==> src/rtl/logic_eval_pkg.sv <==
// Shared types and defaults for the logic evaluation pipeline.
package logic_eval_pkg;

    localparam int DEF_WIDTH = 8;
    localparam int DEF_CNT_W = 16;

    typedef enum logic [1:0] {
        OP_LEGACY = 2'd0,
        OP_ADD3   = 2'd1,
        OP_MUX    = 2'd2,
        OP_RSVD   = 2'd3
    } op_e;

    // Number of set bits in a vector of up to 32 bits.
    function automatic logic [5:0] popcount32(input logic [31:0] v);
        logic [5:0] n;
        n = '0;
        for (int i = 0; i < 32; i++) begin
            n = n + {5'd0, v[i]};
        end
        return n;
    endfunction

endpackage

==> src/rtl/logic_eval_core.sv <==
// Combinational per-bit operation selected by mode.
module logic_eval_core
    import logic_eval_pkg::*;
#(
    parameter int WIDTH = DEF_WIDTH
) (
    input  logic [WIDTH-1:0] a,
    input  logic [WIDTH-1:0] s,
    input  logic [WIDTH-1:0] d,
    input  op_e              mode,
    output logic [WIDTH-1:0] x,
    output logic [WIDTH-1:0] y
);

    // Bitwise result for the selected operation; reserved mode yields zero.
    always_comb begin
        // NOTE: defaults first so every path assigns x and y and no latch is inferred.
        x = '0;
        y = '0;
        case (mode)
            OP_LEGACY: begin
                x = ~d ^ (a | s);
                y = a & s;
            end
            OP_ADD3: begin
                x = a ^ s ^ d;
                y = (a & s) | (a & d) | (s & d);
            end
            OP_MUX: begin
                x = (d & s) | (~d & a);
                y = ~(a | s | d);
            end
            default: ;
        endcase
    end

endmodule

==> src/rtl/logic_eval_pipe.sv <==
// Two-stage valid/ready pipeline around logic_eval_core with popcount,
// parity, completed-beat counter and sticky illegal-mode flag.
module logic_eval_pipe
    import logic_eval_pkg::*;
#(
    parameter int WIDTH = DEF_WIDTH,
    parameter int CNT_W = DEF_CNT_W
) (
    input  logic                       clk,
    input  logic                       rst,
    input  logic [WIDTH-1:0]           a,
    input  logic [WIDTH-1:0]           s,
    input  logic [WIDTH-1:0]           d,
    input  logic [1:0]                 mode,
    input  logic                       in_valid,
    output logic                       in_ready,
    output logic                       out_valid,
    input  logic                       out_ready,
    output logic [WIDTH-1:0]           x,
    output logic [WIDTH-1:0]           y,
    output logic [$clog2(WIDTH+1)-1:0] pop_x,
    output logic                       par_x,
    output logic [CNT_W-1:0]           beat_cnt,
    output logic                       err,
    input  logic                       clr_err
);

    localparam int PW = $clog2(WIDTH+1);

    logic [WIDTH-1:0] core_x;
    logic [WIDTH-1:0] core_y;
    logic             s1_valid;
    logic [WIDTH-1:0] s1_x;
    logic [WIDTH-1:0] s1_y;
    logic             s2_adv;
    logic             in_fire;
    logic             out_fire;
    logic [PW-1:0]    s1_pop;
    logic             s1_par;

    logic_eval_core #(.WIDTH(WIDTH)) u_core (
        .a    (a),
        .s    (s),
        .d    (d),
        .mode (op_e'(mode)),
        .x    (core_x),
        .y    (core_y)
    );

    // S2 moves when empty or being drained; S1 accepts when empty or S2 moves.
    assign s2_adv   = ~out_valid | out_ready;
    assign in_ready = ~s1_valid | s2_adv;
    assign in_fire  = in_valid & in_ready;
    assign out_fire = out_valid & out_ready;

    // Reduction logic between S1 and S2.
    assign s1_pop = PW'(popcount32(32'(s1_x)));
    assign s1_par = ^s1_x;

    // Pipeline registers: data only loads with a valid beat so outputs stay X-free.
    always_ff @(posedge clk) begin
        if (rst) begin
            // NOTE: data registers are cleared too, so outputs are known straight after reset.
            s1_valid  <= 1'b0;
            s1_x      <= '0;
            s1_y      <= '0;
            out_valid <= 1'b0;
            x         <= '0;
            y         <= '0;
            pop_x     <= '0;
            par_x     <= 1'b0;
        end else begin
            // NOTE: non-blocking assignments so S2 samples S1's pre-edge contents.
            if (in_ready) begin
                s1_valid <= in_valid;
                if (in_valid) begin
                    s1_x <= core_x;
                    s1_y <= core_y;
                end
            end
            if (s2_adv) begin
                out_valid <= s1_valid;
                if (s1_valid) begin
                    x     <= s1_x;
                    y     <= s1_y;
                    pop_x <= s1_pop;
                    par_x <= s1_par;
                end
            end
        end
    end

    // Completed-beat counter and sticky error flag; a new illegal beat beats a clear.
    always_ff @(posedge clk) begin
        if (rst) begin
            beat_cnt <= '0;
            err      <= 1'b0;
        end else begin
            if (out_fire) begin
                beat_cnt <= beat_cnt + CNT_W'(1);
            end
            if (in_fire && (op_e'(mode) == OP_RSVD)) begin
                err <= 1'b1;
            end else if (clr_err) begin
                err <= 1'b0;
            end
        end
    end

endmodule
==> config.mk <==
export PLATFORM = sky130hd
export DESIGN_NAME = logic_eval_pipe
export DESIGN_NICKNAME = d
export VERILOG_FILES = /design/src/rtl/logic_eval_pkg.sv /design/src/rtl/logic_eval_core.sv /design/src/rtl/logic_eval_pipe.sv
export SDC_FILE = /design/constraint.sdc
export NUM_CORES = 1
export LEC_CHECK = 0
export ABC_AREA = 1
export CAP_MARGIN = 10
export CORE_ASPECT_RATIO = 0.8
export CORE_MARGIN = 2
export CORE_UTILIZATION = 38
export CTS_BUF_LIST = sky130_fd_sc_hd__clkbuf_8
export DETAILED_ROUTE_END_ITERATION = 7
export HOLD_SLACK_MARGIN = 0.12
export SLEW_MARGIN = 20
export SYNTH_ARGS = -nofsm -noshare
export SYNTH_HDL_FRONTEND = slang
export SYNTH_SLANG_ARGS = --single-unit
==> constraint.sdc <==
create_clock -name clk -period 3.2 [get_ports clk]
set_clock_uncertainty 0.15 [all_clocks]
set_input_delay 0.8 -clock clk [delete_from_list [all_inputs] [get_ports clk]]
set_output_delay 0.8 -clock clk [all_outputs]
set_load 0.02 [all_outputs]
**After elaboration in Yosys (flattened, before gate mapping)**

Cells that the tools add are included.

- Memories: 0
- Bits in latches: 0
- Register bits: 56
- RAM bits: 0
- Logic and storage cells: 51
- Output and inout bits: 40
- ROM bits: 0
- Input port bits: 31

- Bitwise logic cells: 20
- Eq/ne operators: 3
- $lt $le $gt $ge: 0
- Multiply operators: 0
- Shift operators: 0
- Reduce and logical (&&, ||, !) cells: 6
- Add/sub/neg operators: 8
- Muxes and demuxes: 4
- Div/mod/pow operators: 0

Operator list:

| kind | number |
|---|---|
| $pmux W8 S3 | 2 |
| $or A8 B8 Y8 | 5 |
| $and A8 B8 Y8 | 4 |
| $xor A8 B8 Y8 | 3 |
| $add A16 B1 Y16 const B | 1 |
| $add A4 B1 Y4 | 4 |
| $not A8 Y8 | 2 |
| $reduce_xor A8 Y1 | 1 |
| $add A3 B1 Y4 | 1 |
| $eq A2 B2 Y1 const B | 2 |
| $reduce_and A2 Y1 | 2 |
| $add A2 B1 Y3 | 1 |
| $add A1 B1 Y2 | 1 |
| $and A1 B1 Y1 | 2 |
| $eq A2 B1 Y1 const B | 1 |
| $logic_not A2 Y1 | 1 |
| $mux W1 | 2 |
| $not A1 Y1 | 2 |
| $or A1 B1 Y1 | 2 |
| $reduce_bool A2 Y1 | 1 |
| $logic_and A1 B1 Y1 | 1 |

**Longest topological paths before layout**

Gate-level depths: netlist of run 1.

- Word-level depth: 7
- Gate-level depth with buffers: 10
- Mapped depth without buffers: 10

**Modules after synthesis**

A second synthesis of run 1 with hierarchy kept.

- Cells, all modules: 499
- Area total of the unflattened synthesis: 3,434.5 µm²

By module, submodules not included:

| module | times used | seq. area each (µm²) | cells an instance | area each (µm²) |
|---|---|---|---|---|
| logic_eval_pipe | 1 | 1,121.1 | 331 | 2,412.3 |
| logic_eval_core | 1 | 0.0 | 168 | 1,022.2 |

**Least setup slack after synthesis of run 1**

Ideal clock, no wire load.

- Path kind: register -> register
- From: reg s1_x[0]
- To: reg pop_x[2]
- Clock period less this slack: 2,867 ps
- Buffers on the path: 0
- Arrival: 2,648 ps
- Cell stages (with the launch flop): 11
- Slack: 333 ps
- Setup time: 70 ps
- Required time: 2,980 ps
- Cell sequence: dfxtp_1 -> fa_1 -> inv_1 -> fa_1 -> fa_1 -> inv_1 -> ha_1 -> inv_1 -> fa_1 -> xor2_1 -> a21oi_1

- Word-level cells in the longest chain between the ends: 7

Ends and longest elaborated chain:

| what | line | RTL |
|---|---|---|
| start: declaration | logic_eval_pipe.sv:33 | `logic [WIDTH-1:0] s1_x;` |
| start signal: assignment | logic_eval_pipe.sv:77 | `s1_x <= core_x;` |
| $add A1 B1 Y2 | logic_eval_pkg.sv:19 | `n = n + {5'd0, v[i]};` |
| $add A2 B1 Y3 | logic_eval_pkg.sv:19 |  |
| $add A3 B1 Y4 | logic_eval_pkg.sv:19 |  |
| $add A4 B1 Y4 (4 in a row) | logic_eval_pkg.sv:19 |  |
| end signal: assignment | logic_eval_pipe.sv:86 | `pop_x <= s1_pop;` |
| end: declaration | logic_eval_pipe.sv:21 | `output logic [$clog2(WIDTH+1)-1:0] pop_x,` |

No other way between the ends.
A chain may end at the register's enable or synchronous reset.

**Worst setup path in the final report of run 1**

- From: in out_ready
- To: out in_ready

- Word-level cells in the longest chain between the ends: 2

Ends and longest elaborated chain:

| what | line | RTL |
|---|---|---|
| start: declaration | logic_eval_pipe.sv:18 | `input logic out_ready,` |
| $or A1 B1 Y1 | logic_eval_pipe.sv:51 | `assign s2_adv = ~out_valid \| out_ready;` |
| $or A1 B1 Y1 | logic_eval_pipe.sv:52 | `assign in_ready = ~s1_valid \| s2_adv;` |
| end: declaration | logic_eval_pipe.sv:16 | `output logic in_ready,` |

No other way between the ends.

==> results.tsv, run 1 <==
metric	value	unit
status	complete, no violations	
Worst Tran Pin Value	664.9	ps
number of hold buffers added after cts	0	
post-synth cell types	24	
gr usage total	17.03	%
die outline height	88.52	um
Critical Path End Type	output pin	
Int Pwr	1.109	mW
H-tree depth	2	
Die W	109.7	um
full die area	9706	um2
CP Max Fanout	3	
Initial Utilization	39.48	%
reg2reg setup slack	180	ps
Slew Viols, Final	0	
Vias/cell	4.745	
FP Rows	30	
Power Density	359.7	nW/um2
R2R cell count	10	
most used cell, CP	clkdlybuf4s50_1	
Worst-Skew Late Latency	310	ps
synthesized area per cell	7.084	um2
Critical Path End	in_ready	
most frequent cell after synthesis	nand2_1	
ys async rst share	0	%
crit path kind	input pin to output pin	
Post-synth EDFFs	0	
share of cells above drive strength 1	4.927	%
vias in the first global route	2854	
largest stage delay on the critical path	610	ps
Mapped Cells	479	
min Tclk post-route	3054	ps
area of the mapped netlist	3393	um2
RSZ-0062 raised after global routing	false	
Fin. Hold Viols	0	
final antenna diode count	0	
switch share	28.42	%
crit path cell chain	clkdlybuf4s50_1 > inv_2 > nand3_2 > clkdlybuf4s50_1	
clk root buf	clkbuf_8	
Remaining DRCs	0	
DP Wirelength	5933	um
crit path from	out_ready	
core area	8596	um2
post-synthesis sequential area ratio	33.04	%
Final Non-Filler Cells	660	
type of origin of the critical path	input pin	
vias post-DR	3132	
DR pass1 iterations	4	
gr ovfl total	0	
port bufs	70	
Setup violations, final	0	
Worst-path clk slew	100	ps
Seq pwr share	48.6	%
worst reg2reg path startpoint	s1_x[0]	
Yosys reg bits	56	
clock power share	29.5	%
Fill cells	864	
I/O pin cnt	71	
nets	619	
area leader, netlist	dfxtp_1	
Clock Path Buffers	2	
routability cong.	0.8095	
post-CTS resize count	0	
FMAX	327.4	MHz
clock sinks	56	
ratio of final minimum period to clock period	95.45	%
largest net degree at the start of global routing	26	
initial antenna violation count	0	
WL final	7675	um
top post-synthesis cells by area	dfxtp_1 33%, nand2_1 15%, ha_1 11%	
first-pass GRT wire length	13120	um
setup tns final	0	ps
Inst Count DP	652	
Arr. time, crit path	2100	ps
P_sw	0.4403	mW
predominant post-synthesis flop cell	dfxtp_1	
syn nets	551	
Hold WC Path Type	flip-flop to flip-flop	
RR Endpoint	pop_x[2]	
Iteration-0 DRC Markers	114	
top cell type's share of synthesized area	33.04	%
commonest cells in the netlist	132 x nand2_1, 62 x inv_1, 56 x dfxtp_1	
Max-Cap Viols	0	
Antenna Nets Post-Route	0	
postcts setup bufs	0	
Ys Warns	0	
Critical Path Slowest Stage Cell	clkdlybuf4s50_1	
Logic pwr share	21.9	%
number of CTS-inserted buffers	5	
slew margin rel.	55.62	%
Peak VDD IR	0.0002633	V
CP required	2250	ps
leak pwr	1.899	nW
wire per inst	11.63	um
CTS tree	done	
area delta synth->final	26.92	%
[stage by stage]
stage          instance area [um2]  hold slack, ps  power (mW)  setup WS, ps  util (%)
2_1_floorplan                 3393           291.3      0.9647         332.5         -
3_3_place_gp                  4198           304.1       1.104         143.0     48.84
3_5_place_dp                  4198           304.4       1.111         141.1     48.84
4_1_cts                       4305           318.5       1.566         123.6     50.09
5_1_grt                       4307           343.8       1.655         25.16     50.10
6_report                      4307           317.5       1.549         145.6     50.10
[cell usage in the layout, fill, tap and decap left out, drive strengths merged]
cell type      count
nand2            134
clkdlybuf4s50     70
inv               67
dfxtp             56
nor2              55
a21oi             35
nand3             33
ha                29
o21ai             26
fa                12
o211ai             8
buf                6
clkbuf             5
nor3               4
xor2               3
and3               2
a31oi              1
bufinv             1
clkinv             1
[power groups by stage]
stage	registers, mW	clock network, mW	logic [mW]
after floorplan	0.790	0	0.175
after global placement	0.769	0	0.335
after detailed placement	0.769	0	0.342
after CTS	0.753	0.468	0.345
after global routing	0.759	0.507	0.388
final	0.753	0.457	0.339
[area by class of cell]
cell class | instances | area (um2) | area share, %
Clock buffer | 5 | 68.82 | 1.598
Clock inverter | 3 | 38.79 | 0.9006
Inverter | 66 | 247.7 | 5.752
Multi-Input combinational cell | 342 | 1943 | 45.12
Sequential cell | 56 | 1122 | 26.06
Tap cell | 112 | 140.1 | 3.254
Timing Repair Buffer | 76 | 745.7 | 17.32
[worst max-delay path, delay by kind of cell]
family | cells | cell delay, ps
AND/OR/NAND/NOR | 1 | 90
buffers and inverters | 3 | 1220
[state kept, by name, indices dropped and copies added (netlist names)]
name and cells:
beat_cnt 16, y 8, out_valid 1, x 8, pop_x 4, err 1
par_x 1, s1_valid 1, s1_x 8, s1_y 8
[worst min path at each step]
stage	from	to	cells after the start
6_report	err	err	2
5_1_grt	err	err	2
4_1_cts	s1_y[7]	s1_y[7]	2
3_5_place_dp	s1_y[2]	s1_y[2]	2
3_3_place_gp	err	err	2
2_1_floorplan	s1_y[7]	s1_y[7]	2
[routing by layer]
layer,global-route usage (%),wire length (um),vias up
met4,3.797,67,0
met5,0,0,-
li1,-,-,1640
met1,22.51,3748,1425
met3,2.872,293,6
met2,29.35,3566,61
[cells by family (layout without fill, tap and decap cells)]
group           Yosys count  count (layout)  synth area share [%]
xor+xnor                  3               3                0.7745
compound gates           70              70                 10.95
buf+inv                  81             150                 9.697
flops                    56              56                 33.04
fa+ha+maj                41              41                 17.77
simple gates            228             228                 27.77
(Power assumes the default switching activity.)
==> run 2, diff against run 1 <==
--- a/config.mk
+++ b/config.mk
@@ -6,11 +6,13 @@
 export NUM_CORES = 1
 export LEC_CHECK = 0
 export ABC_AREA = 1
+export ABC_CLOCK_PERIOD_IN_PS = 3200
 export CAP_MARGIN = 10
 export CORE_ASPECT_RATIO = 0.8
 export CORE_MARGIN = 2
 export CORE_UTILIZATION = 38
 export CTS_BUF_LIST = sky130_fd_sc_hd__clkbuf_8
+export CTS_CLUSTER_DIAMETER = 120
 export DETAILED_ROUTE_END_ITERATION = 7
 export HOLD_SLACK_MARGIN = 0.12
 export SLEW_MARGIN = 20
==> results of run 2 <==
No change in the layout: final DEF, timing and power equal those of run 1.
==> run 3, diff against run 2 <==
--- a/config.mk
+++ b/config.mk
@@ -10,7 +10,7 @@
 export CAP_MARGIN = 10
 export CORE_ASPECT_RATIO = 0.8
 export CORE_MARGIN = 2
-export CORE_UTILIZATION = 38
+export CORE_UTILIZATION = 32
 export CTS_BUF_LIST = sky130_fd_sc_hd__clkbuf_8
 export CTS_CLUSTER_DIAMETER = 120
 export DETAILED_ROUTE_END_ITERATION = 7
==> run 3 against run 2 <==
Critical path depth stayed put. Clock power is 2% higher. Flip-flop and latch count is the same. Hold slack worse by 0.64 ps. Maximum frequency is 0.70% higher. Highest routed layer unchanged.
==> results.tsv, run 3 (synthesis results as in run 1) <==
metric	value	unit	change
die outline height	96.11	um	+8.6%
status	complete, no violations		
Worst Tran Pin Value	655.9	ps	-9.072 ps
port bufs	70		unchanged
number of CTS-inserted buffers	5		unchanged
CP Max Fanout	3		unchanged
vias in the first global route	2962		+3.8%
gr usage total	14.66	%	-2.4 points
clk root buf	clkbuf_8		
leak pwr	1.889	nW	-0.54%
final antenna diode count	0		unchanged
RSZ-0062 raised after global routing	false		
initial antenna violation count	0		unchanged
setup tns final	0	ps	unchanged
full die area	11450	um2	+18%
Critical Path End Type	output pin		
Peak VDD IR	0.0001673	V	-36%
largest net degree at the start of global routing	25		-3.8%
area delta synth->final	27.84	%	
Fin. Hold Viols	0		unchanged
crit path kind	input pin to output pin		
commonest non-fill, non-tap cell in the layout	nand2_1		
Antenna Nets Post-Route	0		unchanged
CTS tree	done		
final worst setup slack	166.7	ps	+21.10 ps
final instance area	4338	um2	+0.73%
RR Endpoint	pop_x[2]		
crit path from	out_ready		
FP Rows	33		+10%
clock sinks	56		unchanged
share of cells above drive strength 1	4.936	%	+0.0090 points
routability cong.	0.8080		-0.19%
DR pass1 iterations	4		unchanged
Power Density	359.0	nW/um2	-0.17%
final core occ	42.19	%	-7.9 points
I/O pin cnt	71		unchanged
Fill cells	1061		+23%
min Tclk post-route	3033	ps	-21.10 ps
Vias/cell	4.540		-4.3%
DP Wirelength	6329	um	+6.7%
CP required	2250	ps	about the same
first-pass GRT wire length	13750	um	+4.8%
Iteration-0 DRC Markers	122		+7.0%
hold_ws	316.8	ps	-0.6390 ps
slew margin rel.	56.23	%	+0.61 points
H-tree depth	2		unchanged
Max-Cap Viols	0		unchanged
pre-CTS setup slack	169.9	ps	+28.80 ps
Initial Utilization	33.00	%	-6.5 points
vias post-DR	3119		-0.42%
WL final	8082	um	+5.3%
area of placed instances	4225	um2	+0.66%
Die W	119.1	um	+8.6%
ratio of final minimum period to clock period	94.79	%	-0.66 points
Setup violations, final	0		unchanged
core area	10280	um2	+20%
wire per inst	11.76	um	+1.2%
Worst-path clk slew	100	ps	about the same
Worst-Skew Late Latency	310	ps	about the same
reg2reg setup slack	190	ps	about the same
R2R cell count	10		unchanged
Hold WC Path Type	flip-flop to flip-flop		
postcts setup bufs	0		unchanged
Clock Path Buffers	2		unchanged
nets	618		-0.16%
most frequent cells in the layout	132 x nand2_1, 70 x clkdlybuf4s50_1, 62 x inv_1		
max reg flops	16		unchanged
gr ovfl total	0		unchanged
type of origin of the critical path	input pin		
Remaining DRCs	0		unchanged
Critical Path End	in_ready		
worst reg2reg path startpoint	s1_x[0]		
Arr. time, crit path	2080	ps	-20 ps
FMAX	329.7	MHz	+0.70%
Slew Viols, Final	0		unchanged
Largest Register	beat_cnt		
run 3: worst max-delay path, cell delays in order:
cell and delay, ps:
clkdlybuf4s50_1 540, inv_2 60, nand3_2 80, clkdlybuf4s50_1 600
run 3: how the worst min path moves through the flow:
stage	start	to	slack, ps	depth (start not counted)
3_3_place_gp	s1_y[7]	s1_y[7]	300	2
6_report	s1_y[3]	s1_y[3]	320	2
4_1_cts	s1_y[2]	s1_y[2]	320	2
5_1_grt	s1_y[7]	s1_y[7]	350	2
2_1_floorplan	s1_y[7]	s1_y[7]	290	2
3_5_place_dp	s1_y[2]	s1_y[2]	310	2
run 3: layer usage:
metal,vias up,global-route usage [%],share of wire (%)
li1,1630,-,-
met1,1430,19.67,49
met2,52,25.05,46
met3,7,2.073,4.2
met4,0,3.770,0.97
met5,-,0,0
run 3: timing repair:
item	CTS	global route
hold buffers	0	0
resized for setup	0	1
endpoints found under the setup margin	0	1
run 3: cell type report:
class                      count  area (um2)  share of cell area [%]
inverter                      66       247.7                   5.711
multi-input combinational    342        1943                   44.79
clock inverter                 3       42.54                  0.9807
tap                          140       175.2                   4.038
sequential                    56        1122                   25.87
timing repair buffer          75       738.2                   17.02
clock buffer                   5       68.82                   1.586
run 3: metrics by stage:
step | power, mW | cells
2_1_floorplan | 0.9647 | 479
3_3_place_gp | 1.104 | 679
3_5_place_dp | 1.113 | 679
4_1_cts | 1.582 | 687
5_1_grt | 1.663 | 687
6_report | 1.558 | 687
run 3: report_power, final:
| part | switching, mW | leakage (nW) | internal [mW] |
|---|---|---|---|
| clock network | 0.233 | 0.0541 | 0.232 |
| logic | 0.191 | 1.38 | 0.148 |
| registers | 0.0240 | 0.458 | 0.730 |
| total | 0.447 | 1.89 | 1.11 |
